<file path="config.mk">
export PLATFORM = sky130hd
export DESIGN_NAME = hazard_scoreboard
export DESIGN_NICKNAME = d
export VERILOG_FILES = /design/src/rtl/hazard_scoreboard_pkg.sv /design/src/rtl/hazard_stage_reg.sv /design/src/rtl/hazard_scoreboard.sv
export SDC_FILE = /design/constraint.sdc
export NUM_CORES = 1
export LEC_CHECK = 0
export CORE_MARGIN = 8
export CORE_UTILIZATION = 46
export DETAILED_ROUTE_END_ITERATION = 8
export PLACE_DENSITY_LB_ADDON = 0.2
export SETUP_SLACK_MARGIN = 0.05
export SYNTH_ARGS = -nofsm -noshare
export SYNTH_HDL_FRONTEND = slang
export SYNTH_SLANG_ARGS = --single-unit
</file>
<file path="constraint.sdc">
create_clock -name clk -period 3.2 [get_ports clk]
set_input_delay 0.32 -clock clk [delete_from_list [all_inputs] [get_ports clk]]
set_output_delay 0.32 -clock clk [all_outputs]
set_load 0.03 [all_outputs]
</file>
<file path="src/rtl/hazard_scoreboard_pkg.sv">
// Shared pipeline definitions: register-address width, stage-record layout
// and the bubble value used by the hazard scoreboard and its stage registers.
package hazard_scoreboard_pkg;

  localparam int REG_ADDR_W = 5;

  // Record layout, MSB first: valid, RegWrite, MemRead, addr.
  typedef struct packed {
    logic                  valid;
    logic                  RegWrite;
    logic                  MemRead;
    logic [REG_ADDR_W-1:0] addr;
  } stage_rec_t;

  // Control bits that sit above the address field in every record.
  localparam int REC_CTRL_W = 3;

  localparam stage_rec_t STAGE_BUBBLE = '0;

endpackage

</file>
<file path="src/rtl/hazard_stage_reg.sv">
// One resettable pipeline stage record. Records are flat vectors laid out like
// stage_rec_t so the address width can follow the parent's parameter.
module hazard_stage_reg
  import hazard_scoreboard_pkg::*;
#(
  parameter int AW = REG_ADDR_W
) (
  input  logic                     clk,
  input  logic                     rst,
  input  logic [AW+REC_CTRL_W-1:0] rec_i,
  output logic [AW+REC_CTRL_W-1:0] rec_o
);

  localparam int W = AW + REC_CTRL_W;
  localparam logic [W-1:0] BUBBLE = W'(STAGE_BUBBLE);

  logic [W-1:0] rec_q;

  always_ff @(posedge clk) begin
    if (rst) rec_q <= BUBBLE;
    else     rec_q <= rec_i;
  end

  assign rec_o = rec_q;

endmodule

</file>
<file path="src/rtl/hazard_scoreboard.sv">
// In-order pipeline hazard scoreboard: tracks EX/MEM/WB writers, raises stall
// for load-use and branch-operand hazards, and counts stalled cycles.
module hazard_scoreboard #(
  parameter int REG_ADDR_W = hazard_scoreboard_pkg::REG_ADDR_W,
  parameter int CNT_W      = 32
) (
  input  logic                     clk,
  input  logic                     rst,
  input  logic                     id_valid,
  input  logic [REG_ADDR_W-1:0]    id_RegSrcA,
  input  logic [REG_ADDR_W-1:0]    id_RegSrcB,
  input  logic                     id_UseA,
  input  logic                     id_UseB,
  input  logic                     id_RegWrite,
  input  logic                     id_MemRead,
  input  logic                     id_Branch,
  input  logic [REG_ADDR_W-1:0]    id_RegWriteaddr,
  input  logic                     flush,
  output logic                     ex_RegWrite,
  output logic                     mem_RegWrite,
  output logic                     wb_RegWrite,
  output logic [REG_ADDR_W-1:0]    ex_RegWriteaddr,
  output logic [REG_ADDR_W-1:0]    mem_RegWriteaddr,
  output logic [REG_ADDR_W-1:0]    wb_RegWriteaddr,
  output logic                     stall,
  output logic [2**REG_ADDR_W-1:0] pending,
  output logic [CNT_W-1:0]         stall_cnt
);

  import hazard_scoreboard_pkg::*;

  localparam int REC_W  = REG_ADDR_W + REC_CTRL_W;
  localparam int V_BIT  = REC_W - 1;
  localparam int RW_BIT = REC_W - 2;
  localparam int MR_BIT = REC_W - 3;
  localparam logic [REC_W-1:0] BUBBLE = REC_W'(STAGE_BUBBLE);

  logic [REC_W-1:0] id_rec, ex_d, ex_q, mem_q, wb_q;
  logic [CNT_W-1:0] stall_cnt_d, stall_cnt_q;
  logic             load_id;
  logic             ex_wr, mem_wr, wb_wr, mem_ld;
  logic [REG_ADDR_W-1:0] ex_addr, mem_addr, wb_addr;
  logic             ex_hit, mem_hit, load_use, branch_haz;
  logic             wb_mr_unused;

  function automatic logic reads_reg(input logic [REG_ADDR_W-1:0] r,
                                     input logic use_a, input logic [REG_ADDR_W-1:0] src_a,
                                     input logic use_b, input logic [REG_ADDR_W-1:0] src_b);
    return (r != '0) && ((use_a && (src_a == r)) || (use_b && (src_b == r)));
  endfunction

  assign id_rec  = {1'b1, id_RegWrite, id_MemRead, id_RegWriteaddr};
  assign load_id = id_valid & ~flush & ~stall;
  assign ex_d    = load_id ? id_rec : BUBBLE;

  // Stage records: EX <- ID or bubble, MEM <- EX, WB <- MEM on every edge.
  hazard_stage_reg #(.AW(REG_ADDR_W)) u_ex  (.clk(clk), .rst(rst), .rec_i(ex_d),  .rec_o(ex_q));
  hazard_stage_reg #(.AW(REG_ADDR_W)) u_mem (.clk(clk), .rst(rst), .rec_i(ex_q),  .rec_o(mem_q));
  hazard_stage_reg #(.AW(REG_ADDR_W)) u_wb  (.clk(clk), .rst(rst), .rec_i(mem_q), .rec_o(wb_q));

  assign ex_wr    = ex_q[V_BIT]  & ex_q[RW_BIT];
  assign mem_wr   = mem_q[V_BIT] & mem_q[RW_BIT];
  assign wb_wr    = wb_q[V_BIT]  & wb_q[RW_BIT];
  assign mem_ld   = mem_wr & mem_q[MR_BIT];
  assign ex_addr  = ex_q[V_BIT]  ? ex_q[REG_ADDR_W-1:0]  : '0;
  assign mem_addr = mem_q[V_BIT] ? mem_q[REG_ADDR_W-1:0] : '0;
  assign wb_addr  = wb_q[V_BIT]  ? wb_q[REG_ADDR_W-1:0]  : '0;
  assign wb_mr_unused = wb_q[MR_BIT];

  assign ex_hit  = ex_wr & reads_reg(ex_addr, id_UseA, id_RegSrcA, id_UseB, id_RegSrcB);
  assign mem_hit = mem_ld & reads_reg(mem_addr, id_UseA, id_RegSrcA, id_UseB, id_RegSrcB);

  // A branch resolves in ID, so it also waits on any EX writer and on a load in MEM.
  assign load_use   = ex_hit & ex_q[MR_BIT];
  assign branch_haz = id_Branch & (ex_hit | mem_hit);
  assign stall      = id_valid & (load_use | branch_haz) & ~flush;

  always_comb begin
    pending = '0;
    if (ex_wr  && ex_addr  != '0) pending[ex_addr]  = 1'b1;
    if (mem_wr && mem_addr != '0) pending[mem_addr] = 1'b1;
    if (wb_wr  && wb_addr  != '0) pending[wb_addr]  = 1'b1;
  end

  always_comb begin
    stall_cnt_d = stall_cnt_q;
    if (stall && (stall_cnt_q != '1)) stall_cnt_d = stall_cnt_q + CNT_W'(1);
  end

  always_ff @(posedge clk) begin
    if (rst) stall_cnt_q <= '0;
    else     stall_cnt_q <= stall_cnt_d;
  end

  assign ex_RegWrite      = ex_wr;
  assign mem_RegWrite     = mem_wr;
  assign wb_RegWrite      = wb_wr;
  assign ex_RegWriteaddr  = ex_addr;
  assign mem_RegWriteaddr = mem_addr;
  assign wb_RegWriteaddr  = wb_addr;
  assign stall_cnt        = stall_cnt_q;

endmodule

</file>
; ---- Word level (Yosys, flattened, before mapping)
; Index checks and enable logic that the tools add are counted.
[totals]
ff_bits = 56
out_inout_bits = 83
wordCells = 68
[classes]
n_addsub = 1
n_lt_le_gt_ge = 6
eq_ne = 5
n_mux = 13
n_bitwise = 19
n_reduce_logical = 19
[op_table]
columns = op, count
row1 = $mux W32, 3
row2 = $or A32 B32 Y32, 2
row3 = $add A32 B1 Y32 const B, 1
row4 = $ne A32 B32 Y1 const B, 1
row5 = $eq A5 B5 Y1, 4
row6 = $lt A5 B6 Y1 const B, 3
row7 = $demux W1 S5, 3
row8 = $ge A5 B1 Y1 const B, 3
row9 = $mux W5, 3
row10 = $reduce_bool A5 Y1, 3
row11 = $logic_and A1 B1 Y1, 13
row12 = $and A1 B1 Y1, 12
row13 = $mux W8, 1
row14 = $mux W1, 3
row15 = $not A1 Y1, 3
row16 = $logic_or A1 B1 Y1, 2
row17 = $or A1 B1 Y1, 2
row18 = $reduce_or A2 Y1, 1

; ---- Logic depth before layout (Yosys ltp)
; Gate-level depths: netlist of the first run.
[depth]
depth_word = 15
mapped_depth = 11

; ---- Hierarchy
; From an unflattened synthesis of the first run, not the netlist that was laid out.
[hier_totals]
cells_unflattened = 537
hier_area_um2 = 3856.2
[by_module_without_submodules]
columns = mod, instances, cells_per_inst, area_per_inst_um2, seq_area_each_um2
row1 = hazard_scoreboard, 1, 489, 3225.6, 640.6
row2 = hazard_stage_reg, 3, 16, 210.2, 160.2

; ---- Least setup slack after synthesis of the first run
; OpenSTA, ideal clock, no wires.
[synth_timing]
kind = reg-to-output
startpoint = reg u_mem.rec_q[0] (netlist: u_mem.rec_o[0])
endpoint = out stall
t_arrival_ns = 2.127
path_slack_ns = 0.753
stages_incl_launch_ff = 9
cell_sequence = dfxtp_1 clkbuf_1 and2_1 a21oi_1 o22ai_1 a32oi_1 o32a_4 clkbuf_1 nor2_1
[synth_between]
elab_chain_cells = 11
[synth_rtl]
columns = element, line
row1 = from (decl), hazard_stage_reg.sv:17  ; logic [W-1:0] rec_q;
row2 = from (signal assigned), hazard_stage_reg.sv:21  ; else rec_q <= rec_i;
row3 = $mux W5 (*), hazard_scoreboard.sv:66  ; assign mem_addr = mem_q[V_BIT] ? mem_q[REG_ADDR_W-1:0] : '0;
row4 = net mem_RegWriteaddr[0], hazard_scoreboard.sv:23  ; output logic [REG_ADDR_W-1:0] mem_RegWriteaddr,
row5 = $eq A5 B5 Y1, hazard_scoreboard.sv:49  ; return (r != '0) && ((use_a && (src_a == r)) || (use_b && (src_b == r)));
row6 = $logic_and A1 B1 Y1, hazard_scoreboard.sv:49
row7 = $logic_or A1 B1 Y1, hazard_scoreboard.sv:49
row8 = $logic_and A1 B1 Y1 (*), hazard_scoreboard.sv:49
row9 = $and A1 B1 Y1 (*), hazard_scoreboard.sv:71  ; assign mem_hit = mem_ld & reads_reg(mem_addr, id_UseA, id_RegSrcA, id_UseB, id_RegSrcB);
row10 = $or A1 B1 Y1 (*), hazard_scoreboard.sv:75  ; assign branch_haz = id_Branch & (ex_hit | mem_hit);
row11 = $and A1 B1 Y1 (*), hazard_scoreboard.sv:75
row12 = $or A1 B1 Y1 (*), hazard_scoreboard.sv:76  ; assign stall = id_valid & (load_use | branch_haz) & ~flush;
row13 = $and A1 B1 Y1 (*) (2 in series), hazard_scoreboard.sv:76
row14 = to (decl), hazard_scoreboard.sv:25  ; output logic stall,
; Mark *: on every way through the listed nets, which the timed path passes. The rest lies on a longest branch.

; ---- Worst setup path in the final report of the first run
[layout_timing]
startpoint = reg u_ex.rec_q[1] (netlist: u_ex.rec_o[1])
endpoint = out pending[24]
[layout_between]
elab_chain_cells = 10
[layout_rtl]
columns = element, line
row1 = from (decl), hazard_stage_reg.sv:17
row2 = from (signal assigned), hazard_stage_reg.sv:21
row3 = $mux W5 (*), hazard_scoreboard.sv:65  ; assign ex_addr = ex_q[V_BIT] ? ex_q[REG_ADDR_W-1:0] : '0;
row4 = $lt A5 B6 Y1 (implied by the code) or $ge A5 B1 Y1 (tied branches), hazard_scoreboard.sv:80  ; if (ex_wr && ex_addr != '0) pending[ex_addr] = 1'b1;
row5 = $logic_and A1 B1 Y1 (implied by the code), hazard_scoreboard.sv:80
row6 = $mux W1 (implied by the code), hazard_scoreboard.sv:80
row7 = $demux W1 S5, hazard_scoreboard.sv:80
row8 = $mux W32 (*), hazard_scoreboard.sv:80
row9 = $or A32 B32 Y32 (no line), n/a
row10 = $mux W32 (*), hazard_scoreboard.sv:81  ; if (mem_wr && mem_addr != '0) pending[mem_addr] = 1'b1;
row11 = $or A32 B32 Y32 (no line), n/a
row12 = $mux W32 (*), hazard_scoreboard.sv:82  ; if (wb_wr && wb_addr != '0) pending[wb_addr] = 1'b1;
row13 = to (decl), hazard_scoreboard.sv:26  ; output logic [2**REG_ADDR_W-1:0] pending,
; Every way passes the cells marked *; elsewhere a longest branch is shown, timed or not.

==> flow_metrics.py, run 1 <==
metrics = {
    "clock_tree": {
        "cts_tree": "done",
        "holdBufCountCts": 0,
        "clock_sinks": 55,
        "cts_htree_levels": 2,
        "root_buffer": "clkbuf_8",
        "cts_buffers": 5,
        "clk_pin_slew_ns": 0.11,
        "cts_buffer_depth": 2,
        "clk_latency_ns": 0.32,
        "post_cts_buffers": 0,
    },
    "critical_path": {
        "cp.arrival_ns": 2.72,
        "r2r_start": "u_mem.rec_o[7]",
        "path_cells": "o21a_1 > o211ai_1 > nor4_1 > buf_4 > nand2_1 > o221ai_1 > clkdlybuf4s50_1",
        "end_kind": "output port",
        "ff2ff_path_depth": 9,
        "cp.required_ns": 2.88,
        "timing.rr.end": "stall_cnt[12]",
        "max_stage_delay_ns": 0.71,
        "slowest_stage": "clkdlybuf4s50_1",
        "cp-start-kind": "flip-flop",
        "rrSetupSlack_ns": 0.47,
        "crit_fanout": 12,
        "worstSetupPathType": "flip-flop to output port",
    },
    "placement": {
        "pre_cts_slack_ns": 0.1457,
        "place_area_sq_um": 4750,
        "gp_congestion": 0.9690,
        "port_buffers": 105,
        "dpl.hpwl_mm": 9.752,
    },
    "logic_synthesis": {
        "netlist-cell-type-count": 59,
        "synth_area_leaders": "dfxtp_1 (31%), o221ai_1 (6.6%), nand2_1 (5.9%)",
        "synth_top_area_frac": 0.3074,
        "yosysWarningCount": 0,
        "ys_seq_elements": 55,
        "syn_nets": 513,
        "yosysSeqAreaShare": 0.3074,
        "synth_edf_count": 0,
        "syn_area_per_cell_sq_um": 7.341,
        "syn_area_sq_um": 3582,
        "syn-instance-count": 488,
        "synthFlopType": "dfxtp_1",
        "synth_async_sr_flop_share": 0,
        "synth_top_area_cell": "dfxtp_1",
    },
    "floorplanning": {
        "die_w_um": 104.2,
        "rows": 32,
        "die_h_um": 104.2,
        "dieArea_sq_um": 10870,
        "io_pins": 107,
        "core_region_area_sq_um": 7647,
        "start_util": 0.4684,
    },
    "timing": {
        "max_freq_ghz": 0.3293,
        "timing.final.ws_setup_ns": 0.1635,
        "finalHoldViolCount": 0,
        "rsz0062_at_grt": "false",
        "setup_violations": 0,
        "period_needed_ns": 3.037,
        "worst_slew_pin_slew_ns": 0.5941,
        "hold_ws_ns": 0.4624,
        "maxSlewViolCount": 0,
        "finClkSkew_ns": 0.01335,
        "post-route-period-util": 0.9489,
        "relSlewSlack": 0.6003,
        "tns_ns": 0,
    },
    "finish": {
        "final_cell_mix": "clkdlybuf4s50_1 (100), nand2_1 (56), dfxtp_1 (51), a21oi_1 (33), o21ai_0 (29)",
        "seqCellArea_sq_um": 1106,
        "area_delta_synth_final_pct": 36.05,
        "multiInputGateArea_sq_um": 2275,
        "drive_gt1_frac": 0.07313,
        "final_common_cell": "clkdlybuf4s50_1",
        "n_fill_cell": 691,
        "final_cell_area_sq_um": 4873,
        "nets": 612,
        "diodes": 0,
    },
    "global_routing": {
        "antenna_found_initial": 0,
        "grt_pass1_wl_mm": 20.62,
        "grt_max_degree": 37,
        "overflow": 0,
        "grt_pass1_vias": 4073,
        "track_usage": 0.2252,
    },
    "pwr": {
        "vdd_drop_max_mv": 0.2197,
        "leakagePower_uw": 0.001629,
        "power.density_nw_per_um2": 247.4,
        "power_uw": 1206,
    },
    "detailed_routing": {
        "totalWireLength_mm": 12.66,
        "wl_per_cell_um": 18.35,
        "ant_nets": 0,
        "drtIter0Drc": 418,
        "drt_pass1_iterations": 5,
        "drc": 0,
        "vias_per_cell": 6.148,
        "vias": 4242,
    },
    "min_path": {
        "holdPathEnd": "u_mem.rec_o[5]",
        "hold_depth": 1,
        "hp-class": "flip-flop to flip-flop",
        "hp-start": "u_ex.rec_o[5]",
    },
    "run": {
        "drv_cap": 0,
    },
    "outcome": {
        "outcome": "completed",
    },
}
-- synthesized netlist by cell type, types with 20 or more instances --
cell and number:
o21ai_0 29, clkbuf_1 20, or3_1 27, nand2_1 56, o221ai_1 27, nand3_1 20
dfxtp_1 55, nand4_1 22, inv_1 21, nor2_1 27, a21oi_1 33
-- worst max path at each step --
stage / startpoint / end / slack (ns) / depth (start not counted)
global route: u_ex.rec_o[3] / pending[11] / 0.05 / 7
floorplan: u_mem.rec_o[0] / stall / 0.75 / 8
finish: u_ex.rec_o[1] / pending[24] / 0.16 / 7
global placement: id_RegSrcB[4] / stall_cnt[12] / 0.18 / 9
detailed placement: id_RegSrcB[2] / stall_cnt[12] / 0.15 / 9
CTS: u_ex.rec_o[0] / pending[1] / 0.12 / 6
-- flip-flops by register name (all words and copies together), names as in the netlist --
name	flops
stall_cnt	32
u_mem.rec_o	8
u_wb.rec_o	7
u_ex.rec_o	8
-- layer usage --
layer,GRT usage,up-vias,share of wire
li1,-,2014,-
met1,0.2885,1991,0.43
met2,0.3781,221,0.47
met3,0.04523,16,0.084
met4,0.05171,0,0.013
met5,0,-,0
-- kinds of logic after synthesis --
group / after synthesis / share of synthesized area
mux: 2 / 0.005938
fa+ha+maj: 1 / 0.003492
simple gates: 241 / 0.3612
flops: 55 / 0.3074
xor+xnor: 6 / 0.01467
buf+inv: 53 / 0.06112
other cells: 1 / 0.001047
compound gates: 129 / 0.2452
-- layout make-up --
cell class / instances / area share
multi-input combinational: 380 / 0.4668
tap: 102 / 0.02619
timing repair buffer: 121 / 0.2418
clock buffer: 5 / 0.01412
sequential: 55 / 0.2270
clock inverter: 3 / 0.005648
inverter: 24 / 0.01849
-- worst max-delay path: cells and delay by family (launching register included) --
family / cells / cell delay, ns
AO/OA/AOI/OAI: 3 / 0.66
buffers and inverters: 2 / 0.91
flip-flops: 1 / 0.49
AND/OR/NAND/NOR: 2 / 0.34
-- through the flow --
step / utilization / instances
CTS: 0.6340 / 690
global route: 0.6373 / 690
detailed placement: 0.6211 / 682
global placement: 0.6211 / 682
floorplan: - / 488
finish: 0.6373 / 690
-- report_power, final --
group / internal (uW) / switching [uW]
registers: 690 / 12.0
clock network: 161 / 251
logic: 44.9 / 46.2
-- timing repair --
action,in CTS,in global routing
pin swaps,0,0
endpoints found under the setup margin,4,16
gates resized for setup,2,9
(Power assumes the default switching activity.)
==> run 2, diff against run 1 <==
--- a/config.mk
+++ b/config.mk
@@ -6,7 +6,7 @@
 export NUM_CORES = 1
 export LEC_CHECK = 0
 export CORE_MARGIN = 8
-export CORE_UTILIZATION = 46
+export CORE_UTILIZATION = 43
 export DETAILED_ROUTE_END_ITERATION = 8
 export PLACE_DENSITY_LB_ADDON = 0.2
 export SETUP_SLACK_MARGIN = 0.05
==> constraint.sdc (replaced) <==
create_clock -name clk -period 2.5 [get_ports clk]
set_input_delay 0.25 -clock clk [delete_from_list [all_inputs] [get_ports clk]]
set_output_delay 0.25 -clock clk [all_outputs]
set_load 0.03 [all_outputs]
==> flow_metrics.py, run 2 (same netlist as run 1, synthesis figures left out) <==
metrics = {
    "finish": {
        "drive_gt1_frac": 0.2601,
        "final_cell_mix": "buf_4 (85), clkdlybuf4s50_1 (67), nand2_1 (54), dfxtp_1 (43), nor2_1 (26)",
        "final_common_cell": "buf_4",
        "diodes": 0,
        "n_fill_cell": 696,
        "nets": 670,
        "largest_register_ffs": 32,
        "final_cell_area_sq_um": 5500,
        "area_delta_synth_final_pct": 53.55,
    },
    "floorplanning": {
        "io_pins": 107,
        "dieArea_sq_um": 11510,
        "die_w_um": 107.3,
        "die_h_um": 107.3,
        "rows": 33,
        "start_util": 0.4404,
        "core_region_area_sq_um": 8134,
    },
    "detailed_routing": {
        "totalWireLength_mm": 13.86,
        "vias": 4454,
        "wl_per_cell_um": 18.45,
        "drtIter0Drc": 241,
        "vias_per_cell": 5.931,
        "drt_pass1_iterations": 5,
        "ant_nets": 0,
        "drc": 0,
    },
    "placement": {
        "gp_congestion": 0.9056,
        "port_buffers": 105,
        "dpl.hpwl_mm": 10.44,
        "place_area_sq_um": 5106,
    },
    "min_path": {
        "hp-class": "flip-flop to flip-flop",
        "hold_depth": 1,
        "hp-start": "u_ex.rec_o[5]",
        "holdPathEnd": "u_mem.rec_o[5]",
    },
    "timing": {
        "finalHoldViolCount": 0,
        "rsz0062_at_grt": "true",
        "relSlewSlack": 0.5807,
        "max_freq_ghz": 0.4010,
        "finClkSkew_ns": 0.01273,
        "post-route-period-util": 0.9975,
        "maxSlewViolCount": 0,
        "worst_slew_pin_slew_ns": 0.6270,
        "period_needed_ns": 2.494,
        "setup_violations": 0,
    },
    "global_routing": {
        "overflow": 0,
        "grt_pass1_wl_mm": 21.59,
        "grt_pass1_vias": 4222,
        "grt_max_degree": 39,
        "antenna_found_initial": 0,
        "track_usage": 0.2298,
    },
    "critical_path": {
        "worst-path-stages": 11,
        "timing.rr.end": "stall_cnt[31]",
        "r2r_start": "u_mem.rec_o[7]",
        "rrSetupSlack_ns": 0.06,
        "end_kind": "output port",
        "path_delay_family": "buffers and inverters",
        "slowest_stage": "dfxtp_4",
        "cp.required_ns": 2.25,
        "ff2ff_path_depth": 12,
        "max_stage_delay_ns": 0.38,
        "cp-start-kind": "flip-flop",
        "worstSetupPathType": "flip-flop to output port",
        "cp_common_cell": "buf_4",
        "crit_buf_inv": 5,
        "path_cells": "nand2_4 > inv_2 > xnor2_1 > a2111oi_2 > buf_4 > a32oi_2 > buf_4 > o32a_4 > buf_12 > nor2_4 > buf_6",
        "cp.arrival_ns": 2.24,
        "crit_fanout": 5,
    },
    "pwr": {
        "power.density_nw_per_um2": 283.6,
        "vdd_drop_max_mv": 0.3012,
        "leakagePower_uw": 0.002006,
        "power_uw": 1560,
    },
    "clock_tree": {
        "cts_tree": "done",
        "clock_sinks": 55,
        "cts_htree_levels": 2,
        "cts_buffers": 5,
        "cts_buffer_depth": 2,
        "holdBufCountCts": 0,
        "clk_pin_slew_ns": 0.11,
        "root_buffer": "clkbuf_8",
        "clk_latency_ns": 0.32,
    },
    "outcome": {
        "outcome": "completed",
    },
    "run": {
        "drv_cap": 0,
    },
}
-- run 2: cell types whose count changed in the layout (fill, tap and decap cells not counted), sizes merged --
cell           delta
dlymetal6s2s      -3
clkinvlp          -1
dlygate4sd2       +8
bufbuf            +1
buf              +79
clkdlybuf4s15     +1
clkdlybuf4s50    -33
clkinv            +1
clkbuf            +5
-- run 2: area by class of cell --
cell class	instances	area [sq um]	area share
Clock buffer	5	68.82	0.01251
Tap cell	105	131.4	0.02389
Multi-Input combinational cell	380	2447	0.4450
Inverter	24	90.09	0.01638
Timing Repair Buffer	179	1620	0.2946
Sequential cell	55	1124	0.2043
Clock inverter	3	18.77	0.003412
-- run 2: per-layer routing --
layer / up-vias / part of all wire / GRT usage
li1: 2138 / - / -
met1: 2128 / 0.44 / 0.2925
met2: 164 / 0.48 / 0.3795
met3: 24 / 0.059 / 0.04311
met4: 0 / 0.017 / 0.07739
met5: - / 0 / 0
-- run 2: metrics by stage --
stage / setup slack (ns) / std cells / util / setup TNS [ns] / hold WS [ns]
floorplan: 0.1234 / 488 / - / 0 / 0.3485
global placement: -0.3051 / 731 / 0.6278 / -9.651 / 0.4565
detailed placement: -0.3455 / 731 / 0.6278 / -10.30 / 0.4713
CTS: -0.01048 / 746 / 0.6559 / -0.01048 / 0.4740
global route: -0.07921 / 751 / 0.6762 / -0.4818 / 0.4816
finish: 0.006224 / 751 / 0.6762 / 0 / 0.4716
-- run 2: how the worst max path moves through the flow --
stage | from | to | slack (ns)
6_report | u_mem.rec_o[7] | stall | 0.006
5_1_grt | u_mem.rec_o[7] | stall | -0.08
2_1_floorplan | u_mem.rec_o[0] | stall | 0.12
3_5_place_dp | id_RegSrcB[1] | stall_cnt[29] | -0.35
3_3_place_gp | id_RegSrcB[2] | stall_cnt[9] | -0.31
4_1_cts | u_mem.rec_o[7] | stall | -0.01
-- run 2: where the power goes --
group	internal, uW	switching, uW
logic	81.8	78.6
registers	881	12.8
clock network	198	307
-- run 2: timing repair --
| item | CTS | global route |
|---|---|---|
| pin swaps | 8 | 17 |
| setup buffers | 6 | 4 |
| setup endpoints to repair | 65 | 59 |
| gates cloned | 1 | 1 |
| gates resized for setup | 38 | 55 |
-- run 2: worst register-to-register path: cells and delay by family, from the launching register on --
kind | cells | cell delay [ns]
AO/OA/AOI/OAI | 5 | 0.98
buffers and inverters | 5 | 0.77
flip-flops | 1 | 0.38
XOR/XNOR | 1 | 0.12
AND/OR/NAND/NOR | 1 | 0.07
==> run 3, diff against run 2 <==
--- a/config.mk
+++ b/config.mk
@@ -5,7 +5,6 @@
 export SDC_FILE = /design/constraint.sdc
 export NUM_CORES = 1
 export LEC_CHECK = 0
-export CORE_MARGIN = 8
 export CORE_UTILIZATION = 43
 export DETAILED_ROUTE_END_ITERATION = 8
 export PLACE_DENSITY_LB_ADDON = 0.2
==> flow_metrics.py, run 3 (same netlist as run 1, synthesis figures left out) <==
metrics = {
    "detailed_routing": {
        "vias_per_cell": 5.976,
        "vias": 4410,
        "drt_pass1_iterations": 5,
        "drtIter0Drc": 304,
        "totalWireLength_mm": 12.62,
        "drc": 0,
        "ant_nets": 0,
        "wl_per_cell_um": 17.10,
    },
    "critical_path": {
        "path_delay_family": "simple AND/OR/NAND/NOR gates",
        "crit_start": "u_ex.rec_o[7]",
        "max_stage_delay_ns": 0.52,
        "cp.required_ns": 2.73,
        "cp.arrival_ns": 2.71,
        "r2r_start": "u_ex.rec_o[7]",
        "cp-start-kind": "flip-flop",
        "end_kind": "flip-flop",
        "path_cells": "nand2_2 > or4_4 > o311ai_4 > a21oi_2 > o32a_4 > buf_4 > or4_4 > a21oi_2",
        "crit_buf_inv": 1,
        "slowest_stage": "or4_4",
        "worstSetupPathType": "flip-flop to flip-flop",
        "crit_fanout": 10,
    },
    "pwr": {
        "internal_power_uw": 1260,
        "power_uw": 1644,
        "vdd_drop_max_mv": 0.2935,
        "pwr-share-clk": 0.358,
        "power.density_nw_per_um2": 305.8,
        "power_frac_comb": 0.099,
        "leakagePower_uw": 0.001962,
        "p_switching_uw": 383.9,
        "switching_share": 0.2336,
        "p_seq_frac": 0.544,
    },
    "run": {
        "drv_cap": 0,
    },
    "timing": {
        "finalHoldViolCount": 0,
        "tns_ns": 0,
        "maxSlewViolCount": 0,
        "relSlewSlack": 0.5008,
        "setup_violations": 0,
        "post-route-period-util": 0.9903,
        "max_freq_ghz": 0.4039,
        "worst_slew_pin_slew_ns": 0.7464,
        "finClkSkew_ns": 0.01448,
        "rsz0062_at_grt": "true",
        "period_needed_ns": 2.476,
    },
    "clock_tree": {
        "cts_tree": "done",
        "clk_pin_slew_ns": 0.10,
        "holdBufCountCts": 0,
        "cts_buffer_depth": 2,
        "cts_htree_levels": 2,
        "clk_latency_ns": 0.31,
        "clock_sinks": 55,
        "root_buffer": "clkbuf_8",
        "cts_buffers": 5,
    },
    "min_path": {
        "hp-start": "u_ex.rec_o[5]",
        "hp-class": "flip-flop to flip-flop",
    },
    "finish": {
        "final_cell_mix": "buf_4 (81), clkdlybuf4s50_1 (69), nand2_1 (53), dfxtp_1 (46), a21oi_1 (29)",
        "nets": 661,
        "final_common_cell": "buf_4",
        "area_delta_synth_final_pct": 50.05,
        "largest_register_ffs": 32,
        "diodes": 0,
        "drive_gt1_frac": 0.2248,
    },
    "global_routing": {
        "grt_max_degree": 20,
        "antenna_found_initial": 0,
        "grt_pass1_vias": 3934,
        "overflow": 0,
        "grt_pass1_wl_mm": 19.85,
        "track_usage": 0.2858,
    },
    "floorplanning": {
        "core_region_area_sq_um": 7888,
        "start_util": 0.4542,
        "die_h_um": 93.27,
        "dieArea_sq_um": 8699,
        "io_pins": 107,
        "rows": 32,
        "die_w_um": 93.27,
    },
    "outcome": {
        "outcome": "completed",
    },
    "placement": {
        "port_buffers": 105,
        "dpl.hpwl_mm": 9.591,
        "gp_congestion": 0.9012,
    },
}
-- run 3: path summary, 6_finish.rpt --
path | end | slack, ns | cells after the start
hold reg to reg | u_mem.rec_o[5] | 0.47 | 1
setup reg to reg | stall_cnt[5] | 0.02 | 8
hold / removal | u_mem.rec_o[5] | 0.47 | 1
setup / recovery | stall_cnt[5] | 0.02 | 8
-- run 3: per-stage QoR --
step | area (sq um) | utilization | hold slack (ns) | setup WS [ns] | std cells
after floorplan | 3582 | - | 0.3485 | 0.1234 | 488
after detailed placement | 4985 | 0.6320 | 0.4609 | -0.3310 | 720
after global placement | 4985 | 0.6320 | 0.4501 | -0.2704 | 720
after global routing | 5375 | 0.6815 | 0.4765 | -0.06931 | 738
final | 5375 | 0.6815 | 0.4720 | 0.02431 | 738
after CTS | 5134 | 0.6509 | 0.4724 | -0.1079 | 729
-- run 3: layout make-up --
type                    count  area, sq um
inverters                  24        90.09
repair buffers            170         1500
flip-flops and latches     55         1122
multi-input cells         380         2432
fillers                   697         2512
well taps                 102        127.6
clock inverters             1        30.03
clock buffers               6        72.57
-- run 3: metal layers --
| metal | track usage | vias up | wire, um | part of all wire |
|---|---|---|---|---|
| met4 | 0.06282 | 0 | 228 | 0.018 |
| li1 | - | 2111 | - | - |
| met3 | 0.03821 | 23 | 768 | 0.061 |
| met5 | 0 | - | 0 | 0 |
| met1 | 0.3980 | 2095 | 5678 | 0.45 |
| met2 | 0.4688 | 181 | 5945 | 0.47 |
-- run 3: timing repair --
item                                    in CTS  in global routing
pin swaps                                    3                 14
cloned                                       0                  0
endpoints found under the setup margin      65                 49
gates resized for setup                     25                 53
hold endpoints to repair                     0                  0
buffers inserted                             2                 10
-- run 3: power groups by stage --
stage | combinational [uW] | clock [uW] | sequential [uW]
global placement | 138 | 0 | 915
finish | 162 | 588 | 893
detailed placement | 140 | 0 | 915
global route | 173 | 643 | 895
CTS | 144 | 597 | 895
floorplan | 61.6 | 0 | 908
